`src/rtl/model_loader_pkg.sv`:
```
// Shared constants and FSM state type for the model-loader DDR/SD movers.
package model_loader_pkg;
  localparam int SECTOR_BYTES     = 512;
  localparam int SD_WORD_W        = 16;
  localparam int SD_WORDS_PER_SEC = 256;

  localparam logic [1:0] AXI_BURST_INCR    = 2'b01;
  localparam logic [3:0] AXI_CACHE_DEFAULT = 4'b0011;

  typedef enum logic [2:0] {
    ST_IDLE,
    ST_AR,
    ST_RD,
    ST_WAIT_IDLE,
    ST_DATA,
    ST_DRAIN,
    ST_FIN
  } wr_state_e;
endpackage

```
`src/rtl/sd_sector_buf.sv`:
```
// One-sector staging buffer: AXI beats go in whole, 16-bit SD words come out
// LSB-first through a registered read port that holds between reads.
module sd_sector_buf
  import model_loader_pkg::*;
#(
  parameter int DATA_WIDTH = 256,
  localparam int BEATS  = (SECTOR_BYTES * 8) / DATA_WIDTH,
  localparam int WPB    = DATA_WIDTH / SD_WORD_W,
  localparam int BEAT_W = $clog2(BEATS),
  localparam int WSEL_W = $clog2(WPB)
) (
  input  logic                  sys_clk,
  input  logic                  rst,
  input  logic                  wr_en,
  input  logic [BEAT_W-1:0]     wr_beat,
  input  logic [DATA_WIDTH-1:0] wr_data,
  input  logic                  rd_en,
  input  logic                  rd_zero,
  input  logic [7:0]            rd_word,
  output logic [15:0]           rd_data
);
  logic [DATA_WIDTH-1:0] mem [BEATS];

  // beat write port
  always_ff @(posedge sys_clk) begin
    if (wr_en) mem[wr_beat] <= wr_data;
  end

  // word read port; rd_zero returns 0 for requests outside the sector window
  always_ff @(posedge sys_clk or posedge rst) begin
    if (rst)        rd_data <= '0;
    else if (rd_en) rd_data <= rd_zero ? 16'h0000 :
                               mem[rd_word[7:WSEL_W]][{rd_word[WSEL_W-1:0], 4'b0000} +: 16];
  end
endmodule

```
`src/rtl/ddr_sd_write_para.sv`:
```
// DDR -> SD sector writer: one AXI4 INCR burst per 512-byte sector, then the
// sector is streamed to the SD controller write port word by word.
// Optional macro SD_WR_RRESP_CHECK_EN: non-OKAY rresp raises sticky error and
// the job ends after the current burst without writing that sector.
module ddr_sd_write_para
  import model_loader_pkg::*;
#(
  parameter int DATA_WIDTH = 256,
  parameter int ADDR_WIDTH = 32,
  parameter int ID_WIDTH   = 8
) (
  input  logic                  sys_clk,
  input  logic                  rst,
  input  logic                  start,
  input  logic [16:0]           sd_sec_num,
  input  logic [31:0]           sd_addr_base,
  input  logic [ADDR_WIDTH-1:0] ddr_addr_base,
  output logic                  busy,
  output logic                  done,
  output logic                  error,
  output logic [ID_WIDTH-1:0]   model_arid,
  output logic [ADDR_WIDTH-1:0] model_araddr,
  output logic [7:0]            model_arlen,
  output logic [2:0]            model_arsize,
  output logic [1:0]            model_arburst,
  output logic                  model_arlock,
  output logic [3:0]            model_arcache,
  output logic [2:0]            model_arprot,
  output logic                  model_arvalid,
  input  logic                  model_arready,
  input  logic [ID_WIDTH-1:0]   model_rid,
  input  logic [DATA_WIDTH-1:0] model_rdata,
  input  logic [1:0]            model_rresp,
  input  logic                  model_rlast,
  input  logic                  model_rvalid,
  output logic                  model_rready,
  output logic                  sd_wr_start_en,
  output logic [31:0]           sd_wr_sec_addr,
  input  logic                  sd_wr_busy,
  input  logic                  sd_wr_req,
  output logic [15:0]           sd_wr_data
);
  localparam int BEATS  = (SECTOR_BYTES * 8) / DATA_WIDTH;
  localparam int BEAT_W = $clog2(BEATS);

  wr_state_e             state, nxt;
  logic [16:0]           sec_num_q, k, k_inc, wptr;
  logic [31:0]           sd_base_q;
  logic [ADDR_WIDTH-1:0] ddr_base_q;
  logic [BEAT_W-1:0]     beat;
  logic                  burst_err, beat_err, rd_hs, unused_in;

  assign k_inc = k + 17'd1;
  assign rd_hs = (state == ST_RD) && model_rvalid;

  assign busy          = (state != ST_IDLE);
  assign model_arvalid = (state == ST_AR);
  assign model_rready  = (state == ST_RD);
  assign model_araddr  = ddr_base_q + ADDR_WIDTH'({k, 9'd0});
  assign model_arid    = '0;
  assign model_arlen   = 8'(BEATS - 1);
  assign model_arsize  = 3'($clog2(DATA_WIDTH / 8));
  assign model_arburst = AXI_BURST_INCR;
  assign model_arlock  = 1'b0;
  assign model_arcache = AXI_CACHE_DEFAULT;
  assign model_arprot  = 3'b000;

`ifdef SD_WR_RRESP_CHECK_EN
  logic err_q;
  assign beat_err  = (model_rresp != 2'b00);
  assign error     = err_q;
  assign unused_in = ^{model_rid, wptr[16:8], ddr_addr_base[8:0]};

  // sticky error, cleared by an accepted start
  always_ff @(posedge sys_clk or posedge rst) begin
    if (rst)                             err_q <= 1'b0;
    else if (state == ST_IDLE && start)  err_q <= 1'b0;
    else if (rd_hs && beat_err)          err_q <= 1'b1;
  end
`else
  assign beat_err  = 1'b0;
  assign error     = 1'b0;
  assign unused_in = ^{model_rid, model_rresp, wptr[16:8], ddr_addr_base[8:0]};
`endif

  // state register
  always_ff @(posedge sys_clk or posedge rst) begin
    if (rst) state <= ST_IDLE;
    else     state <= nxt;
  end

  // next-state logic
  always_comb begin
    nxt = state;
    case (state)
      ST_IDLE:      if (start) nxt = (sd_sec_num == 17'd0) ? ST_FIN : ST_AR;
      ST_AR:        if (model_arready) nxt = ST_RD;
      ST_RD:        if (rd_hs && model_rlast)
                      nxt = (burst_err || beat_err) ? ST_FIN : ST_WAIT_IDLE;
      ST_WAIT_IDLE: if (!sd_wr_busy) nxt = ST_DATA;
      ST_DATA:      if (sd_wr_req && wptr == 17'd255) nxt = ST_DRAIN;
      ST_DRAIN:     if (!sd_wr_busy) nxt = (k_inc == sec_num_q) ? ST_FIN : ST_AR;
      ST_FIN:       nxt = ST_IDLE;
      default:      nxt = ST_IDLE;
    endcase
  end

  // job registers, counters, SD handshake outputs
  always_ff @(posedge sys_clk or posedge rst) begin
    if (rst) begin
      sec_num_q      <= '0;
      sd_base_q      <= '0;
      ddr_base_q     <= '0;
      k              <= '0;
      beat           <= '0;
      wptr           <= '0;
      burst_err      <= 1'b0;
      done           <= 1'b0;
      sd_wr_start_en <= 1'b0;
      sd_wr_sec_addr <= '0;
    end else begin
      sd_wr_start_en <= 1'b0;
      case (state)
        ST_IDLE: if (start) begin
          sec_num_q  <= sd_sec_num;
          sd_base_q  <= sd_addr_base;
          ddr_base_q <= {ddr_addr_base[ADDR_WIDTH-1:9], 9'd0};
          k          <= '0;
          burst_err  <= 1'b0;
          done       <= 1'b0;
        end
        ST_AR: beat <= '0;
        ST_RD: if (rd_hs) begin
          beat <= beat + 1'b1;
          if (beat_err) burst_err <= 1'b1;
        end
        ST_WAIT_IDLE: if (!sd_wr_busy) begin
          sd_wr_start_en <= 1'b1;
          sd_wr_sec_addr <= sd_base_q + 32'(k);
          wptr           <= '0;
        end
        ST_DATA:  if (sd_wr_req) wptr <= wptr + 17'd1;
        ST_DRAIN: if (!sd_wr_busy) k <= k_inc;
        ST_FIN:   done <= 1'b1;
        default:  ;
      endcase
    end
  end

  sd_sector_buf #(.DATA_WIDTH(DATA_WIDTH)) u_buf (
    .sys_clk (sys_clk),
    .rst     (rst),
    .wr_en   (rd_hs),
    .wr_beat (beat),
    .wr_data (model_rdata),
    .rd_en   (sd_wr_req),
    .rd_zero (state != ST_DATA),
    .rd_word (wptr[7:0]),
    .rd_data (sd_wr_data)
  );
endmodule

```
`config.mk`:
```
export PLATFORM = sky130hd
export DESIGN_NAME = ddr_sd_write_para
export DESIGN_NICKNAME = d
export VERILOG_FILES = /design/src/rtl/model_loader_pkg.sv /design/src/rtl/sd_sector_buf.sv /design/src/rtl/ddr_sd_write_para.sv
export SDC_FILE = /design/constraint.sdc
export NUM_CORES = 2
export LEC_CHECK = 0
export BUFFER_PORTS_ARGS = -buffer_cell sky130_fd_sc_hd__clkbuf_2
export CAP_MARGIN = 20
export CORE_MARGIN = 10
export CORE_UTILIZATION = 55
export CTS_BUF_LIST = sky130_fd_sc_hd__clkbuf_8 sky130_fd_sc_hd__clkbuf_16
export DETAILED_ROUTE_END_ITERATION = 6
export PLACE_DENSITY = 0.73
export SLEW_MARGIN = 25
export SYNTH_ARGS = -nofsm -noshare
export SYNTH_HDL_FRONTEND = slang
export SYNTH_SLANG_ARGS = --single-unit
```
`constraint.sdc`:
```
create_clock -name sys_clk -period 73.1 [get_ports sys_clk]
set_input_delay 14.62 -clock sys_clk [delete_from_list [all_inputs] [get_ports sys_clk]]
set_output_delay 14.62 -clock sys_clk [all_outputs]
set_load 0.01 [all_outputs]
```
==> flow_summary.html <==
<table>
<tr><th>Metric</th><th>Value</th></tr>
<tr><th colspan="2">Hold path</th></tr>
<tr><td>Endpoint with the worst hold slack</td><td>sd_wr_sec_addr[2]$_DFFE_PP0P_</td></tr>
<tr><td>Worst hold start</td><td>sd_wr_sec_addr[2]$_DFFE_PP0P_</td></tr>
<tr><td>Hold Path Depth</td><td>2</td></tr>
<tr><td>Hold WC Path Type</td><td>reg -&gt; reg</td></tr>
<tr><th colspan="2">Routing</th></tr>
<tr><td>Via count</td><td>~83000</td></tr>
<tr><td>Total routed wirelength</td><td>about 440 mm</td></tr>
<tr><td>First-pass detailed-route iteration total</td><td>7</td></tr>
<tr><td>Vias per cell</td><td>between 6 and 7</td></tr>
<tr><td>Remaining antenna violation count</td><td>0</td></tr>
<tr><td>Average routed wire per standard cell</td><td>roughly 36 um</td></tr>
<tr><td>Number of remaining DRC errors</td><td>0</td></tr>
<tr><td>Drt initial violations</td><td>about 12000</td></tr>
<tr><th colspan="2">Worst setup path</th></tr>
<tr><td>Critical path class</td><td>reg -&gt; out</td></tr>
<tr><td>Largest fanout of any net on the critical path</td><td>8</td></tr>
<tr><td>Slowest cell on crit path</td><td>dfrtp_1</td></tr>
<tr><td>Reg2reg path depth</td><td>10</td></tr>
<tr><td>CP Depth</td><td>13</td></tr>
<tr><td>Crit path top cell by count</td><td>o21ai_0</td></tr>
<tr><td>Family with the most delay on the worst path</td><td>compound AO/OA/AOI/OAI gates</td></tr>
<tr><td>Worst r2r src</td><td>wptr[4]$_DFFE_PP0P_</td></tr>
<tr><td>Worst path cell trace</td><td>ha_1, inv_1, fa_1, nor2b_1, o21ai_0, a21boi_0, o41ai_1, nand3_1, a31oi_1, o21ai_0, nand4_1, xnor2_1, clkbuf_2</td></tr>
<tr><td>Crit. End Element</td><td>primary output</td></tr>
<tr><td>Endpoint of the worst register-to-register path</td><td>u_buf.rd_data[0]$_DFFE_PP0P_</td></tr>
<tr><td>Critical path buffers and inverters</td><td>2</td></tr>
<tr><td>Required time reported for the critical path endpoint</td><td>just under 60 ns</td></tr>
<tr><td>WP data arrival</td><td>roughly 4.1 ns</td></tr>
<tr><td>Peak per-stage delay on the critical path</td><td>between 0.5 and 0.6 ns</td></tr>
<tr><td>Slack of the worst reg-to-reg path</td><td>roughly 67 ns</td></tr>
<tr><td>Nature of the critical path startpoint</td><td>register</td></tr>
<tr><th colspan="2">Die</th></tr>
<tr><td>Area of the core</td><td>299800 sq um</td></tr>
<tr><td>Die area</td><td>323500 sq um</td></tr>
<tr><td>Top-level I/O count</td><td>470</td></tr>
<tr><td>Die span in y</td><td>568.8 um</td></tr>
<tr><td>Horizontal extent of the die</td><td>about 570 um</td></tr>
<tr><td>Cell Rows</td><td>approximately 200</td></tr>
<tr><td>Initial core utilization</td><td>between 50% and 60%</td></tr>
<tr><th colspan="2">Timing</th></tr>
<tr><td>Maximum achievable frequency</td><td>around 0.053 GHz</td></tr>
<tr><td>Time the worst path needs with I/O delays and setup</td><td>18.72 ns</td></tr>
<tr><td>Final-layout worst hold slack</td><td>roughly 0.48 ns</td></tr>
<tr><td>Tightest Pin Transition</td><td>about 1.2 ns</td></tr>
<tr><td>Share of the cycle needed by the critical path after routing</td><td>25.61%</td></tr>
<tr><td>Layout Skew</td><td>~0.067 ns</td></tr>
<tr><td>Max-slew violation count</td><td>0</td></tr>
<tr><td>Hold Vio Cnt, Final</td><td>0</td></tr>
<tr><td>Setup Viol. Count Final</td><td>0</td></tr>
<tr><td>Aggregate negative setup slack</td><td>0 ns</td></tr>
<tr><td>Unrepaired setup endpoints after global routing</td><td>false</td></tr>
<tr><td>Worst slew slack as a fraction of its limit</td><td>between 10% and 20%</td></tr>
<tr><th colspan="2">Logic synthesis</th></tr>
<tr><td>Dominant combinational cell family by area after synthesis</td><td>multiplexers</td></tr>
<tr><td>Average cell area after synthesis</td><td>22.43 sq um</td></tr>
<tr><td>Share of cell area taken by muxes after synthesis</td><td>between 15 and 20%</td></tr>
<tr><td>Mapped Area</td><td>roughly 170000 sq um</td></tr>
<tr><td>Total of flip-flops plus latches after synthesis</td><td>around 4300</td></tr>
<tr><td>Post-Synth XOR/XNOR Area</td><td>less than 1%</td></tr>
<tr><td>Part of the Yosys area used for sequential elements</td><td>76.73%</td></tr>
<tr><td>Post-synthesis share of cell area spent on and, or, nand and nor gates</td><td>1.507%</td></tr>
<tr><td>Top FF cell, synth</td><td>edfxtp_1</td></tr>
<tr><td>Number of unique standard cell types used by synthesis</td><td>77</td></tr>
<tr><td>Synthesized-area fraction occupied by ao, oa, aoi and oai cells</td><td>approximately 2.2%</td></tr>
<tr><td>Library cell with the largest summed area after synthesis</td><td>edfxtp_1</td></tr>
<tr><td>Total of warnings raised by yosys</td><td>0</td></tr>
<tr><td>Area share of the largest cell type after synthesis</td><td>around 74%</td></tr>
<tr><td>Synthesized netlist cell count</td><td>7383</td></tr>
<tr><td>Number of enable flip-flop cells after synthesis</td><td>roughly 4100</td></tr>
<tr><td>Arithmetic-cell share of the synthesized area counting full adders, half adders and majority gates</td><td>less than 1%</td></tr>
<tr><td>Top cells by area in the synthesized netlist</td><td>edfxtp_1 74%, mux4_2 15%, dfrtp_1 2.5%</td></tr>
<tr><td>Proportion of synthesized flip-flops having asynchronous set or reset</td><td>3.827%</td></tr>
<tr><th colspan="2">Power</th></tr>
<tr><td>Proportion of total power due to net switching</td><td>roughly 25%</td></tr>
<tr><td>Clock network fraction of design power</td><td>around two fifths</td></tr>
<tr><td>IR drop worst, VDD</td><td>0.00002407 V</td></tr>
<tr><td>Power per unit of standard cell area</td><td>29.47 nW/um^2</td></tr>
<tr><td>Switching power</td><td>1.376 mW</td></tr>
<tr><td>Combinational cell fraction of total power</td><td>between 10 and 15%</td></tr>
<tr><td>Internal power</td><td>about 4.1 mW</td></tr>
<tr><td>Total leakage power</td><td>59.01 nW</td></tr>
<tr><td>Sequential power share</td><td>between 50% and 60%</td></tr>
<tr><th colspan="2">Global route</th></tr>
<tr><td>Wire length of the first global-routing pass</td><td>approximately 620 mm</td></tr>
<tr><td>Number of global-route vias before repair</td><td>83000</td></tr>
<tr><td>Overall fraction of global-route tracks in use</td><td>26.76%</td></tr>
<tr><td>Antenna violations before repair</td><td>122</td></tr>
<tr><td>Maximum number of pins on one net before global-route repair</td><td>about 150</td></tr>
<tr><td>Leftover overflow at the end of global routing</td><td>0</td></tr>
<tr><th colspan="2">CTS</th></tr>
<tr><td># resized after CTS</td><td>0</td></tr>
<tr><td>TritonCTS clock tree</td><td>built</td></tr>
<tr><td>Maximum buffer depth of the clock tree</td><td>4</td></tr>
<tr><td>Setup repair bufs after CTS</td><td>0</td></tr>
<tr><td>Post-CTS Hold Buffers</td><td>0</td></tr>
<tr><td>Number of H-tree levels</td><td>5</td></tr>
<tr><td>Num CTS Buffers</td><td>approximately 410</td></tr>
<tr><td>Cell chosen for the clock root</td><td>clkbuf_16</td></tr>
<tr><td>Clock edge transition at the registers on the reported setup and hold paths</td><td>0.06 ns</td></tr>
<tr><td>Clk_lat worst skew</td><td>0.97 ns</td></tr>
<tr><td>Number of clock sinks seen by CTS</td><td>4259</td></tr>
<tr><th colspan="2">Run status</th></tr>
<tr><td>Outcome</td><td>finished, final reports clean</td></tr>
<tr><th colspan="2">Layout</th></tr>
<tr><td>Nets</td><td>around 8400</td></tr>
<tr><td>Synth-to-layout area growth</td><td>12.03%</td></tr>
<tr><td>Final Non-Filler Cells</td><td>12350</td></tr>
<tr><td>Fraction of layout cells with a size suffix above 1</td><td>~29%</td></tr>
<tr><td>Post-route standard cell area excluding fillers</td><td>approximately 190000 sq um</td></tr>
<tr><th colspan="2">Placement</th></tr>
<tr><td>Total half-perimeter wirelength after legalization and detailed placement</td><td>approximately 250 mm</td></tr>
<tr><td>GPL Wtd Cong</td><td>roughly 0.86</td></tr>
<tr><td>Post-place instance area</td><td>roughly 170000 sq um</td></tr>
<tr><td>Post-placement cell count</td><td>roughly 12000</td></tr>
<tr><td>Count of buffers inserted at the top-level ports</td><td>411</td></tr>
<tr><th colspan="2">Flow run</th></tr>
<tr><td>Max Cap Violations</td><td>0</td></tr>
</table>
==> power by group through the flow <==
stage	clock, mW	combinational (mW)	sequential, mW
after floorplan	0	0.303	2.83
after global placement	0	0.582	2.82
after detailed placement	0	0.591	2.82
after CTS	2.11	0.594	2.77
after global routing	2.21	0.625	2.78
final	2.09	0.606	2.77
==> worst reg2reg max path, cell delays in order (launching register included) <==
cell and delay, ns:
dfrtp_4 0.97, buf_6 0.66, buf_4 0.75, buf_4 0.81, buf_4 0.92, mux4_2 0.66, mux2i_1 0.17, o221ai_1 0.47
nor4_1 0.43, a21oi_1 0.17, a32o_1 0.29
==> routing by layer <==
layer,wire length (um),vias up,GRT usage (%)
li1,-,32510,-
met5,661,-,0
met3,53990,978,7.811
met1,157400,43600,36.03
met2,205000,5420,41.13
met4,22320,106,11.91
==> cell families after synthesis <==
| kind of cell | count (synthesis) |
|---|---|
| muxes | 1439 |
| DFF | 4259 |
| AOI/OAI and AO/OA | 561 |
| xor gates and xnor gates | 90 |
| other | 2 |
| buffers and inverters | 448 |
| and+or+nand+nor | 542 |
| adders and majority gates | 42 |
==> Yosys cell counts (46+ instances only) <==
cell type	number
mux2i_1	252
o21ai_0	156
clkbuf_1	125
buf_4	104
o22ai_1	48
mux4_2	1101
a21oi_1	91
buf_2	106
edfxtp_1	4096
nand3_1	55
nand2_1	181
nor2_1	151
a22oi_1	52
dfrtp_1	163
xnor2_1	46
mux2_2	78
==> worst max path at each step <==
stage / slack (ns) / startpoint / end
2_1_floorplan: 32.82 / model_rvalid / u_buf.mem[2][0]$_DFFE_PP_
3_3_place_gp: 53.98 / model_rvalid / u_buf.mem[14][105]$_DFFE_PP_
3_5_place_dp: 53.93 / model_rvalid / u_buf.mem[14][105]$_DFFE_PP_
4_1_cts: 54.34 / k[0]$_DFFE_PP0P_ / model_araddr[31]
5_1_grt: 54.04 / k[0]$_DFFE_PP0P_ / model_araddr[31]
6_report: 54.38 / k[0]$_DFFE_PP0P_ / model_araddr[31]
==> final cells by class <==
class	count	area (sq um)
multi-input combinational	2713	36230
timing repair buffer	579	3610
clock inverter	341	2952
fill	19740	114200
sequential	4259	127100
inverter	34	142.6
antenna	47	117.6
tap	3958	4952
clock buffer	421	10460
==> per-stage QoR <==
stage | setup WS [ns] | util (%) | power (mW)
2_1_floorplan | 32.82 | - | 3.134
3_3_place_gp | 53.98 | 57.37 | 3.400
3_5_place_dp | 53.93 | 57.37 | 3.413
4_1_cts | 54.34 | 61.85 | 5.477
5_1_grt | 54.04 | 61.87 | 5.606
6_report | 54.38 | 61.90 | 5.468
==> state kept, by name, summed over array words and instances, names as in the netlist <==
| name | flops |
|---|---|
| u_buf.mem | 4096 |
| sd_base_q | 32 |
| sd_wr_sec_addr | 32 |
| ddr_base_q | 23 |
| k | 17 |
| sec_num_q | 17 |
| wptr | 17 |
| u_buf.rd_data | 16 |
| beat | 4 |
| state | 3 |
| done | 1 |
| sd_wr_start_en | 1 |
==> cells in the final DEF, fill, tap and decap left out, drive strengths merged, types with 18 or more instances in the layout <==
cell      count
mux2i       252
nor4         20
and3         18
conb         39
clkbuf      832
mux2         78
a21oi        91
clkinvlp     19
a221oi       23
a22oi        52
edfxtp     4096
o221ai       31
nand3        56
xnor2        46
o21ai       164
clkinv      183
nor3         34
buf         168
o22ai        48
inv         138
mux4       1109
a31oi        18
bufinv       35
nor2        151
nand2       181
ha           40
dfrtp       163
diode        47
xor2         44
Note: power is estimated with default switching activity, not from simulation.
